--- src/rtl/clk_div_pkg.sv ---
// Shared types and helpers for the clock-divider strobe generator.
// The clamp keeps a zero divisor from ever reaching the period counter.
package clk_div_pkg;

  typedef enum logic [1:0] {
    IDLE = 2'd0,
    RUN  = 2'd1,
    HOLD = 2'd2
  } state_t;

  localparam int DIV_MIN = 1;
  localparam int CLAMP_W = 32;

  function automatic logic [CLAMP_W-1:0] div_clamp(input logic [CLAMP_W-1:0] d);
    return (d == '0) ? CLAMP_W'(DIV_MIN) : d;
  endfunction

endpackage

--- src/rtl/clk_div_counter.sv ---
// Period counter: counts advance cycles from 0 to div-1 and flags the wrap edge.
// load restarts from 0; deasserting advance holds the count (phase preserved).
module clk_div_counter #(
  parameter int CNT_W = 16
) (
  input  logic             clk,
  input  logic             rst,
  input  logic             load,
  input  logic             advance,
  input  logic [CNT_W-1:0] div,
  output logic [CNT_W-1:0] cnt,
  output logic             wrap
);

  // div is never 0 here, so div-1 cannot underflow.
  assign wrap = advance && (cnt == div - CNT_W'(1));

  always_ff @(posedge clk) begin
    if (rst || load) begin
      cnt <= '0;
    end else if (advance) begin
      cnt <= wrap ? '0 : cnt + CNT_W'(1);
    end
  end

endmodule

--- src/rtl/clk_div_strobe.sv ---
// Divided strobe / square-wave generator with run-time reloadable divisor.
// Handshake: a divisor transfers on the edge where div_valid && div_ready; div_ready stays low until it is applied.
module clk_div_strobe
  import clk_div_pkg::*;
#(
  parameter int CNT_W       = 16,
  parameter int DIV_DEFAULT = 4,
  parameter int TCNT_W      = 32
) (
  input  logic              clk,
  input  logic              rst,
  input  logic              en,
  input  logic              clr,
  input  logic [CNT_W-1:0]  div_i,
  input  logic              div_valid,
  output logic              div_ready,
  output logic              tick,
  output logic              clk_div_o,
  output logic [TCNT_W-1:0] tick_count,
  output logic              busy,
  output state_t            state_dbg
);

  state_t             state_q, state_d;
  logic [CNT_W-1:0]   div_reg, pend_val, div_new, cnt;
  logic [CLAMP_W-1:0] clamp_tmp;
  logic               wrap, hs, advance;

  assign hs        = div_valid && div_ready;
  assign advance   = (state_q == RUN) && !clr;
  assign state_dbg = state_q;

  always_comb begin
    clamp_tmp = div_clamp(CLAMP_W'(div_i));
  end
  assign div_new = clamp_tmp[CNT_W-1:0];

  clk_div_counter #(.CNT_W(CNT_W)) u_counter (
    .clk     (clk),
    .rst     (rst),
    .load    (clr),
    .advance (advance),
    .div     (div_reg),
    .cnt     (cnt),
    .wrap    (wrap)
  );

  always_ff @(posedge clk) begin
    if (rst) state_q <= IDLE;
    else     state_q <= state_d;
  end

  always_comb begin
    state_d = state_q;
    unique case (state_q)
      IDLE:    if (en)  state_d = RUN;
      RUN:     if (!en) state_d = HOLD;
      HOLD:    if (en)  state_d = RUN;
      default: state_d = IDLE;
    endcase
    if (clr) state_d = IDLE;
  end

  always_ff @(posedge clk) begin
    if (rst) begin
      div_reg    <= CNT_W'(DIV_DEFAULT);
      pend_val   <= '0;
      div_ready  <= 1'b1;
      tick       <= 1'b0;
      clk_div_o  <= 1'b0;
      tick_count <= '0;
      busy       <= 1'b0;
    end else begin
      tick <= 1'b0;
      busy <= (state_d == RUN);
      if (clr) begin
        clk_div_o  <= 1'b0;
        tick_count <= '0;
        // A divisor offered or pending during clr lands directly in div_reg.
        if (hs) begin
          div_reg <= div_new;
        end else if (!div_ready) begin
          div_reg   <= pend_val;
          div_ready <= 1'b1;
        end
      end else begin
        if (wrap) begin
          tick       <= 1'b1;
          clk_div_o  <= ~clk_div_o;
          tick_count <= tick_count + TCNT_W'(1);
        end
        if (hs) begin
          pend_val  <= div_new;
          div_ready <= 1'b0;
        end else if (!div_ready && ((state_q != RUN) || wrap)) begin
          div_reg   <= pend_val;
          div_ready <= 1'b1;
        end
      end
    end
  end

endmodule

--- config.mk ---
export PLATFORM = sky130hd
export DESIGN_NAME = clk_div_strobe
export DESIGN_NICKNAME = d
export VERILOG_FILES = /design/src/rtl/clk_div_pkg.sv /design/src/rtl/clk_div_counter.sv /design/src/rtl/clk_div_strobe.sv
export SDC_FILE = /design/constraint.sdc
export NUM_CORES = 1
export LEC_CHECK = 0
export CAP_MARGIN = 10
export CORE_MARGIN = 4
export CORE_UTILIZATION = 58
export CTS_BUF_LIST = sky130_fd_sc_hd__clkbuf_4 sky130_fd_sc_hd__clkbuf_8
export DETAILED_ROUTE_END_ITERATION = 6
export HOLD_SLACK_MARGIN = 0.1
export PLACE_DENSITY = 0.83
export SETUP_SLACK_MARGIN = 0.5
export SLEW_MARGIN = 10
export SYNTH_ARGS = -nofsm -noshare
export SYNTH_HDL_FRONTEND = slang
export SYNTH_SLANG_ARGS = --single-unit
--- constraint.sdc ---
create_clock -name clk -period 3.8 [get_ports clk]
set_input_delay 0.95 -clock clk [delete_from_list [all_inputs] [get_ports clk]]
set_output_delay 0.95 -clock clk [all_outputs]
set_load 0.01 [all_outputs]
Word-level counts from Yosys, hierarchy flattened
Index checks and enable logic that the tools add are counted.
W data, S select, Z words.

storage, ports and cells
  input port bits = 21
  register bits = 86

operators by class
  reduce and logical (&&, ||, !) cells = 17
  muxes and demuxes = 16
  eq/ne operators = 8
  bitwise logic cells = 2
  add/sub/neg operators = 3

operators with widths
  cell                     count
  $mux W16                 7
  $add A32 B1 Y32 const B  1
  $add A16 B1 Y16 const B  1
  $eq A16 B16 Y1           1
  $logic_not A16 Y1        1
  $sub A16 B1 Y16 const B  1
  $mux W2                  3
  $mux W1                  5
  $eq A2 B1 Y1 const B     2
  $logic_and A1 B1 Y1      4
  $ne A2 B2 Y1 const B     2
  $pmux W2 S2              1
  $reduce_and A2 Y1        2
  $reduce_or A2 Y1         2
  $ne A3 B2 Y1 const B     1
  $reduce_and A3 Y1        1
  $reduce_bool A3 Y1       1
  $eq A2 B2 Y1 const B     1
  $logic_not A1 Y1         2
  $logic_not A2 Y1         1
  $logic_or A1 B1 Y1       2
  $ne A2 B1 Y1 const B     1
  $not A1 Y1               2
  $reduce_bool A2 Y1       1

Logic depth before layout (Yosys ltp)
Gate-level depths: netlist of run 1.

  word-level depth = 8
  depth in mapped cells = 12

By module
From an unflattened synthesis of run 1, not the netlist that was laid out.

second synthesis, totals
  cells, all modules = 522
  area total of the unflattened synthesis = 4,316.6 µm²

modules (own cells, without submodules)
  module           area an instance (µm²)  cells each  instances  seq. area each (µm²)
  clk_div_strobe   3,084.2                 370         1          1,401.3
  clk_div_counter  1,232.4                 152         1          320.3

Worst setup path before layout of run 1
OpenSTA, ideal clock, no wires.

  path type = input to register
  from = input clr
  to = register u_counter.cnt[10]
  setup time = 0.132 ns
  stages on the path = 10
  data required time = 3.668 ns
  path buffers = 3
  slack = 0.755 ns
  data arrival time = 2.913 ns
  path through = nor3b_2 > nand3_1 > nor3_1 > o2111ai_1 > or4_1 > buf_2 > nor2_2 > buf_4 > buf_6 > nor3_1

between the ends
  cells in the longest elaborated chain, start to end = 4
  elaborated cells between the ends (all ways) = 5
  those cells by class = mux (1); reduce/logical (4)

ends and longest elaborated chain
  what                  line                   RTL
  start, declared       clk_div_strobe.sv:13   input logic clr,
  $logic_not A1 Y1      clk_div_strobe.sv:30   assign advance = (state_q == RUN) && !clr;
  $logic_and A1 B1 Y1   clk_div_strobe.sv:30
  $logic_and A1 B1 Y1   clk_div_counter.sv:16  assign wrap = advance && (cnt == div - CNT_W'(1));
  $mux W16              clk_div_counter.sv:22  cnt <= wrap ? '0 : cnt + CNT_W'(1);
  end signal, assigned  clk_div_counter.sv:22
  end, declared         clk_div_counter.sv:11  output logic [CNT_W-1:0] cnt,

Parallel ways exist; a longest one is shown, timed or not.
A chain may end at the register's enable or synchronous reset.

Worst setup path in the final report of run 1
  from = input clr
  to = register tick_count[22]

between the ends
  cells in the longest elaborated chain, start to end = 3
  elaborated cells between the ends (all ways) = 4
  those cells by class = reduce/logical (4)

ends and longest elaborated chain
  what                  line                   RTL
  $logic_not A1 Y1      clk_div_strobe.sv:30
  $logic_and A1 B1 Y1   clk_div_strobe.sv:30
  $logic_and A1 B1 Y1   clk_div_counter.sv:16
  end signal, assigned  clk_div_strobe.sv:90   tick_count <= tick_count + TCNT_W'(1);
  end, declared         clk_div_strobe.sv:19   output logic [TCNT_W-1:0] tick_count,

Parallel ways exist; a longest one is shown, timed or not.

==> results_dict.tcl, run 1 <==
set metrics [dict create \
    dieArea_um2 9800 \
    dp_cells 722 \
    ys_ff_latch 86 \
    die_h_um 99.0 \
    setup_viol 0 \
    cp-end-kind "register" \
    fin_skew_ps 18.9 \
    synth-seq-area-share_pct 35.9 \
    drtIter0Drc 247 \
    timing.final.crit_share_pct 82.2 \
    required_ps 4100 \
    postLayoutCellArea_um2 5610 \
    ys_types 56 \
    synth.avg_cell_area_um2 8.11 \
    postCtsHoldBufs 0 \
    grt_pass1_vias 4190 \
    clkLatencyLatePin_ps 370 \
    top_register "tick_count" \
    cts_root_buf "clkbuf_8" \
    hold_viol_final 0 \
    ant_nets 0 \
    crit_type "in2reg" \
    drive_gt1_share_pct 12.4 \
    final_nets 656 \
    post_dp_cell_area_um2 5410 \
    viasPerCell 6.02 \
    rsz0062_at_grt "true" \
    slew_viol_final 0 \
    worstSetupStartpointType "primary input" \
    p_per_area_nw_per_um2 319 \
    worstMarginPinSlew_ps 704 \
    async_flop_share_pct 0 \
    boundaryPins 59 \
    cp_top_family "simple AND/OR/NAND/NOR gates" \
    routabilityCongestion 0.913 \
    tritoncts "yes" \
    vias 4451 \
    crit_arrival_ps 3430 \
    nFillCells 627 \
    synth_edf_count 0 \
    dieWidth_um 99.0 \
    slowest_delay_ps 670 \
    numPortBuffers 58 \
    cap_viol_max_count 0 \
    ys_warn_count 0 \
    cts_buffers 9 \
    htree_levels 3 \
    relSlewSlack_pct 53.0 \
    syn_area_um2 4800 \
    max_freq_mhz 320 \
    antenna_cells 0 \
    drc 0 \
    critPathBufInv 2 \
    crit_fanout 39 \
    synth_flop_cell "dfxtp_1" \
    grt.total_usage_pct 24.2 \
    antenna_found_initial 0 \
    grt_overflow 0 \
    stdcell_count 739 \
    synth_cells 592 \
    cts.sinks 86 \
    std_cell_rows 32 \
    cts.clk_slew.worst_paths_ps 90 \
    grt_start_max_net_pins 56 \
    wl_um 11700 \
    status "completed" \
    clockBufferDepth 2 \
    min_period_ps 3120 \
    first_pass_iters 4 \
    grt_pass1_wl_um 19700 \
    hp-class "reg2reg" \
    area_delta_synth_final_pct 16.9 \
    ir_drop_v 0.000196 \
    crit_chain "clkdlybuf4s50_1, nor3b_2, nand3_1, nor3_1, o2111ai_1, or4_4, nor2_2, buf_12, a31o_2" \
    syn_nets 616 \
    fin_tns_setup_ps 0 \
    dp_hpwl_um 8160 \
    core-area_um2 7890 \
    largest_register_ff_count 32 \
    p_leak_nw 2.08 \
    start_util_pct 60.9 \
    worst_path_max_delay_cell "or4_4" \
    wire_per_inst_um 15.8 \
]
-- cell usage after synthesis (all sizes together), types with 6 or more instances --
| library cell | instances | share of area [%] |
|---|---|---|
| a31oi | 26 | 3.4 |
| nor2 | 68 | 5.4 |
| nand4 | 13 | 1.7 |
| xnor2 | 13 | 2.4 |
| mux2i | 21 | 4.4 |
| mux2 | 16 | 3.8 |
| nor2b | 14 | 1.8 |
| and3 | 12 | 1.6 |
| xor2 | 19 | 3.5 |
| nor3 | 41 | 4.7 |
| o21ai | 6 | 0.63 |
| nand2 | 75 | 5.9 |
| a31o | 24 | 4.4 |
| clkbuf | 29 | 2.3 |
| buf | 11 | 1.6 |
| a21oi | 24 | 2.5 |
| or3 | 10 | 1.3 |
| nor4 | 11 | 2.3 |
| nand3 | 26 | 2.7 |
| dfxtp | 86 | 36 |
-- area by class of cell --
class / count / area (um^2) / area share [%]
Multi-Input combinational cell: 462 / 2890 / 51.4
Timing Repair Buffer: 69 / 683 / 12.2
Inverter: 4 / 15.0 / 0.267
Sequential cell: 86 / 1720 / 30.7
Clock inverter: 4 / 32.5 / 0.579
Clock buffer: 12 / 146 / 2.61
Tap cell: 102 / 128 / 2.27
-- where the power goes --
part           leakage [nW]  switching, mW  total, mW  internal, mW
registers             0.696         0.0169      0.934         0.917
clock network        0.0875          0.342      0.606         0.264
logic                  1.30          0.153      0.252        0.0995
total                  2.08          0.512       1.79          1.28
-- layout by cell type (no fill, tap or decap), types with 6 or more instances in the layout --
cell type and count:
nand3_1 26, nand2_1 75, dfxtp_1 86, nor4_1 6, and3_1 12, nand4_1 13, nor2b_1 14, buf_4 9
nor2_1 66, a31o_2 24, xnor2_1 13, clkbuf_8 9, nor3_1 37, a31oi_1 26, or3_1 10, mux2i_1 21
clkdlybuf4s50_1 57, mux2_2 7, mux2_1 9, a21oi_1 23, o21ai_0 6, xor2_1 19
-- per-stage QoR --
step | utilization (%) | worst slack [ps] | hold slack (ps) | total power, mW
2_1_floorplan | - | 755 | 433 | 1.13
3_3_place_gp | 68.6 | 175 | 439 | 1.19
3_5_place_dp | 68.6 | 120 | 447 | 1.20
4_1_cts | 71.2 | 699 | 459 | 1.80
5_1_grt | 71.2 | 492 | 483 | 1.86
6_report | 71.2 | 678 | 457 | 1.79
-- path summary, 6_finish.rpt --
path	start	endpoint	slack, ps	depth (start not counted)
setup / recovery	clr	tick_count[22]	680	9
hold / removal	pend_val[13]	pend_val[13]	460	2
setup reg to reg	div_reg[0]	tick_count[2]	720	10
hold reg to reg	pend_val[13]	pend_val[13]	460	2
-- what timing repair did --
item	4_1_cts	5_1_grt
gates cloned	0	0
endpoints found under the setup margin	26	1
gates resized for setup	1	0
pin swaps	1	0
setup buffers	1	0
-- cells by family after synthesis --
logic type      after synthesis  share of synthesized area (%)
simple gates                289                           30.3
compound gates              101                           14.9
fa+ha+maj                     3                          0.782
flops                        86                           35.9
mux                          37                           8.13
buf+inv                      44                           4.20
xor+xnor                     32                           5.84
-- tightest hold or removal path, delay by kind of cell, from the launching register on --
kind             cells  cell delay [ps]
flip-flops           1              320
AND/OR/NAND/NOR      1               50
AO/OA/AOI/OAI        1               50
-- metal layers --
layer / vias up / track usage, % / part of all wire, %
met1: 2102 / 30.0 / 43
met2: 128 / 42.1 / 50
met4: 0 / 8.72 / 1.8
met5: - / 0 / 0
li1: 2200 / - / -
met3: 21 / 3.96 / 5.2
Note: power is estimated with default switching activity, not from simulation.
==> run 2: changes to the inputs <==
==> constraint.sdc (replaced) <==
create_clock -name clk -period 3.1 [get_ports clk]
set_input_delay 0.775 -clock clk [delete_from_list [all_inputs] [get_ports clk]]
set_output_delay 0.775 -clock clk [all_outputs]
set_load 0.01 [all_outputs]
==> run 2 against run 1 <==
Effect of this change: flip-flop and latch count did not move; final area rose by 19%; critical path depth did not move; sequential share of layout area fell by 4.7 points; combinational power rose by 75%; clock power rose by 58%; clock-buffer cell count fell by 2; utilization rose by 14 points; critical endpoint is now div_reg[4].
==> results_dict.tcl, run 2 (same netlist as run 1, synthesis figures left out) <==
set metrics [dict create \
    die_h_um 99.0 \
    first_pass_iters 5 \
    area_delta_synth_final_pct 39.2 \
    nFillCells 401 \
    ir_drop_v 0.000289 \
    numPortBuffers 58 \
    stdcell_count 780 \
    pre_cts_ws_ps -84.2 \
    reg2reg_from "div_reg[4]" \
    clkLatencyLatePin_ps 360 \
    grt.total_usage_pct 26.7 \
    cts.sinks 86 \
    cts_root_buf "clkbuf_8" \
    worst_path_max_delay_cell "o41a_1" \
    viasPerCell 6.49 \
    min_period_ps 2840 \
    rr_endpoint "div_reg[4]" \
    slowest_delay_ps 420 \
    routabilityCongestion 0.846 \
    fin_ws_ps 262 \
    crit_fanout 6 \
    critPathBufInv 2 \
    p_per_area_nw_per_um2 380 \
    hold_viol_final 0 \
    min_path_cells 2 \
    dp_hpwl_um 8650 \
    dp_cells 741 \
    layout_commonest_cell "dfxtp_1" \
    crit_type "reg2reg" \
    htree_levels 3 \
    final_cell_mix "82 x dfxtp_1, 75 x nand2_1, 65 x nor2_1, 56 x clkdlybuf4s50_1, 31 x buf_4" \
    crit_chain "or3_4, buf_6, o41a_1, a311oi_2, a211o_1, a211oi_4, a221oi_4, buf_6, mux2_4" \
    crit_top_cell "buf_6" \
    drc 0 \
    cap_viol_max_count 0 \
    std_cell_rows 32 \
    vias 5060 \
    dieArea_um2 9800 \
    regArea_um2 1730 \
    dieWidth_um 99.0 \
    cp_top_family "compound AO/OA/AOI/OAI gates" \
    max_freq_mhz 352 \
    largest_register_ff_count 32 \
    grt_pass1_vias 4567 \
    startpoint "div_reg[4]" \
    crit_arrival_ps 3090 \
    tritoncts "yes" \
    min_from "pend_val[2]" \
    postCtsHoldBufs 0 \
    rsz0062_at_grt "true" \
    wire_per_inst_um 19.4 \
    timing.final.crit_share_pct 91.6 \
    setup_viol 0 \
    ant_nets 0 \
    cp-end-kind "register" \
    required_ps 3350 \
    grt_overflow 0 \
    final_nets 698 \
    cts.clk_slew.worst_paths_ps 90 \
    boundaryPins 59 \
    antenna_found_initial 0 \
    relSlewSlack_pct 45.3 \
    core-area_um2 7890 \
    antenna_cells 0 \
    r2r_cells 9 \
    holdPathEnd "pend_val[2]" \
    clockBufferDepth 2 \
    cts_buffers 9 \
    slew_viol_final 0 \
    worstMarginPinSlew_ps 821 \
    worstSetupStartpointType "register" \
    grt_pass1_wl_um 21700 \
    hp-class "reg2reg" \
    drtIter0Drc 414 \
    status "completed" \
    fin_skew_ps 11.4 \
    grt_start_max_net_pins 56 \
    wl_um 15200 \
    multi_input_area_um2 3390 \
    final_util_pct 84.8 \
    drive_gt1_share_pct 23.9 \
    top_register "tick_count" \
    reg2reg_slack_ps 260 \
    start_util_pct 60.9 \
    p_leak_nw 2.56 \
]
## run 2: cell types whose count changed in the layout (fill, tap and decap cells not counted), moves of 6 or more
cell	delta
buf_6	+11
nor3_1	-13
buf_4	+22
a31o_2	-24
mux2_1	-8
nor3_2	+8
a31o_4	+24
mux2_2	-6
mux2_4	+14
## run 2: worst max path at each step
stage                             end  slack, ps  cells after the start
CTS                     tick_count[4]        320                     10
global route           tick_count[28]        110                      8
global placement           div_reg[6]        -10                      7
finish                     div_reg[4]        260                      9
detailed placement      tick_count[0]        -80                      9
floorplan           u_counter.cnt[10]        420                     10
## run 2: cell type report
cell class                 instances  share of cell area (%)
sequential                        86                    25.9
inverter                           4                   0.225
tap                              102                    1.91
clock buffer                      10                    1.97
multi-input combinational        462                    50.8
clock inverter                     5                    1.61
timing repair buffer             111                    17.6
## run 2: tightest hold or removal path: stages, from the launching register on
cell and delay (ps):
dfxtp_1 320, nand2_1 50, a21oi_1 50
## run 2: power breakdown
group | switching, mW | internal [mW] | total, mW
clock | 0.413 | 0.545 | 0.957
combinational | 0.250 | 0.191 | 0.441
sequential | 0.0171 | 1.12 | 1.14
## run 2: layer usage
layer | vias to the layer above | global-route usage [%] | share of wire [%]
met5 | - | 0 | 0
met3 | 64 | 6.23 | 8.5
met2 | 300 | 43.6 | 48
met4 | 0 | 8.40 | 3.4
li1 | 2289 | - | -
met1 | 2407 | 35.0 | 40
## run 2: per-stage QoR
step           setup TNS [ps]  total power [mW]  instance area, um^2  hold WS, ps
3_3_place_gp            -66.9              1.50                 5680          440
3_5_place_dp            -2730              1.51                 5680          445
2_1_floorplan               0              1.40                 4910          433
6_report                    0              2.54                 6690          457
5_1_grt                     0              2.62                 6690          477
4_1_cts                     0              2.48                 6180          458
## run 2: repair_timing
action / in CTS / in global routing
gates resized for setup: 25 / 69
endpoints found under the setup margin: 67 / 67
buffers inserted: 15 / 3
gates cloned: 2 / 4
pin swaps: 27 / 12
==> run 3: changes to the inputs <==
--- a/config.mk
+++ b/config.mk
@@ -7,11 +7,11 @@
 export LEC_CHECK = 0
 export CAP_MARGIN = 10
 export CORE_MARGIN = 4
-export CORE_UTILIZATION = 58
+export CORE_UTILIZATION = 52
 export CTS_BUF_LIST = sky130_fd_sc_hd__clkbuf_4 sky130_fd_sc_hd__clkbuf_8
 export DETAILED_ROUTE_END_ITERATION = 6
 export HOLD_SLACK_MARGIN = 0.1
-export PLACE_DENSITY = 0.83
+export PLACE_DENSITY = 0.78
 export SETUP_SLACK_MARGIN = 0.5
 export SLEW_MARGIN = 10
 export SYNTH_ARGS = -nofsm -noshare
==> constraint.sdc (replaced) <==
create_clock -name clk -period 2.3 [get_ports clk]
set_input_delay 0.575 -clock clk [delete_from_list [all_inputs] [get_ports clk]]
set_output_delay 0.575 -clock clk [all_outputs]
set_load 0.01 [all_outputs]
==> run 3 against run 2 <==
Effect of this change: register-to-register slack lost 940 ps; critical path depth grew 3; fmax shrank 4.8%; critical path type unchanged; utilization shrank 3.4 points; the run now ends with negative setup slack left; clock skew grew 6.8 ps; first-iteration DRC count grew 33%; clock power grew 23%; largest power group unchanged; combinational power grew 72%; largest cell class unchanged; global-route usage grew 0.98 points.
==> results_dict.tcl, run 3 (same netlist as run 1, synthesis figures left out) <==
set metrics [dict create \
    slew_viol_final 0 \
    cts_root_buf "clkbuf_8" \
    routabilityCongestion 1.04 \
    top_register "tick_count" \
    area_delta_synth_final_pct 50.0 \
    clkLatencyLatePin_ps 380 \
    total_power_mw 3.47 \
    ant_nets 0 \
    start_util_pct 54.3 \
    core-area_um2 8850 \
    fin_ws_ps -680 \
    crit_arrival_ps 3250 \
    nFillCells 510 \
    drtIter0Drc 551 \
    grt_pass1_wl_um 24800 \
    clockBufferDepth 2 \
    drive_gt1_share_pct 31.5 \
    grt.busiest_layer "met2" \
    hp-class "reg2reg" \
    std_cell_rows 34 \
    status "finished, violations left" \
    hold_viol_final 0 \
    setup_viol 67 \
    worstMarginPinSlew_ps 527 \
    first_pass_iters 7 \
    dieArea_um2 10800 \
    worst_path_max_delay_cell "o41a_1" \
    cap_viol_max_count 0 \
    use_met1_pct 35.5 \
    final_nets 745 \
    globalRouteMet2Util_pct 45.9 \
    drc 0 \
    rsz0062_at_grt "true" \
    cp-end-kind "register" \
    multi_input_area_um2 3470 \
    p_per_area_nw_per_um2 482 \
    ir_drop_v 0.000323 \
    die_h_um 104 \
    postCtsHoldBufs 0 \
    numPortBuffers 58 \
    max_freq_mhz 336 \
    crit_top_cell "buf_6" \
    relSlewSlack_pct 64.8 \
    layout_commonest_cell "nand2_1" \
    cts.sinks 86 \
    wl_um 18300 \
    htree_levels 3 \
    crit_chain "or3_4, buf_6, o41a_1, a311oi_1, a211o_1, buf_4, buf_6, a21o_4, nor2_4, buf_12, clkbuf_16, a31o_4" \
    boundaryPins 59 \
    viasPerCell 6.61 \
    met3_usage_pct 5.40 \
    fin_tns_setup_ps -41820 \
    grt_pass1_vias 4976 \
    final_cell_mix "75 x nand2_1, 69 x buf_4, 67 x dfxtp_1, 65 x nor2_1, 33 x dlygate4sd2_1" \
    min_period_ps 2980 \
    required_ps 2570 \
    p_leak_nw 3.10 \
    antenna_found_initial 0 \
    dp_hpwl_um 9690 \
    timing.final.crit_share_pct 130 \
    grt_overflow 0 \
    antenna_cells 0 \
    fin_skew_ps 18.2 \
    final_util_pct 81.4 \
    crit_type "reg2reg" \
    crit_fanout 7 \
    tritoncts "yes" \
    dieWidth_um 104 \
    regArea_um2 1750 \
    cts.clk_slew.worst_paths_ps 100 \
    vias 5515 \
    grt_start_max_net_pins 55 \
    grt.total_usage_pct 27.7 \
    whs_ps 459 \
    violations "negative setup slack" \
    largest_register_ff_count 32 \
    slowest_delay_ps 440 \
    reg2reg_slack_ps -680 \
    cts_buffers 9 \
    wire_per_inst_um 21.9 \
    worstSetupStartpointType "register" \
]
==> run 3: worst paths after layout <==
check,cells after the start,start,endpoint
max,12,div_reg[3],tick_count[8]
min,2,pend_val[7],pend_val[7]
max reg2reg,12,div_reg[3],tick_count[8]
min reg2reg,2,pend_val[7],pend_val[7]
==> run 3: area by class of cell <==
class,count,share of cell area (%)
Clock buffer,12,2.21
Clock inverter,4,0.730
Inverter,4,0.209
Multi-Input combinational cell,462,48.2
Sequential cell,86,24.3
Tap cell,108,1.88
Timing Repair Buffer,158,22.5
==> run 3: stage by stage <==
step | area [um^2] | instances | setup WS, ps
3_5_place_dp | 6230 | 796 | -764
3_3_place_gp | 6230 | 796 | -662
6_report | 7200 | 834 | -680
5_1_grt | 7200 | 834 | -732
2_1_floorplan | 5040 | 592 | -375
4_1_cts | 6740 | 825 | -482
==> run 3: metal layers <==
layer / part of all wire, % / vias up
met5: 0 / -
met4: 5.5 / 0
met3: 9.8 / 111
met2: 47 / 404
met1: 38 / 2622
li1: - / 2378
==> run 3: power breakdown <==
group,switching (mW),internal (mW),leakage (nW),total (mW)
registers,0.0186,1.51,0.705,1.53
clock network,0.598,0.579,0.110,1.18
logic,0.408,0.350,2.28,0.758
total,1.02,2.44,3.10,3.47
==> run 3: what timing repair did <==
action                     4_1_cts  5_1_grt
pin swaps                        8        9
setup buffers                   11        4
setup endpoints to repair      103       72
gates resized for setup         80       55
gates cloned                     2        5
==> run 3: critical path: cells and delay by family (launching register included) <==
kind	cells	cell delay, ps
DFF	1	340
buffers and inverters	5	690
AOI/OAI and AO/OA	5	1360
and+or+nand+nor	2	460
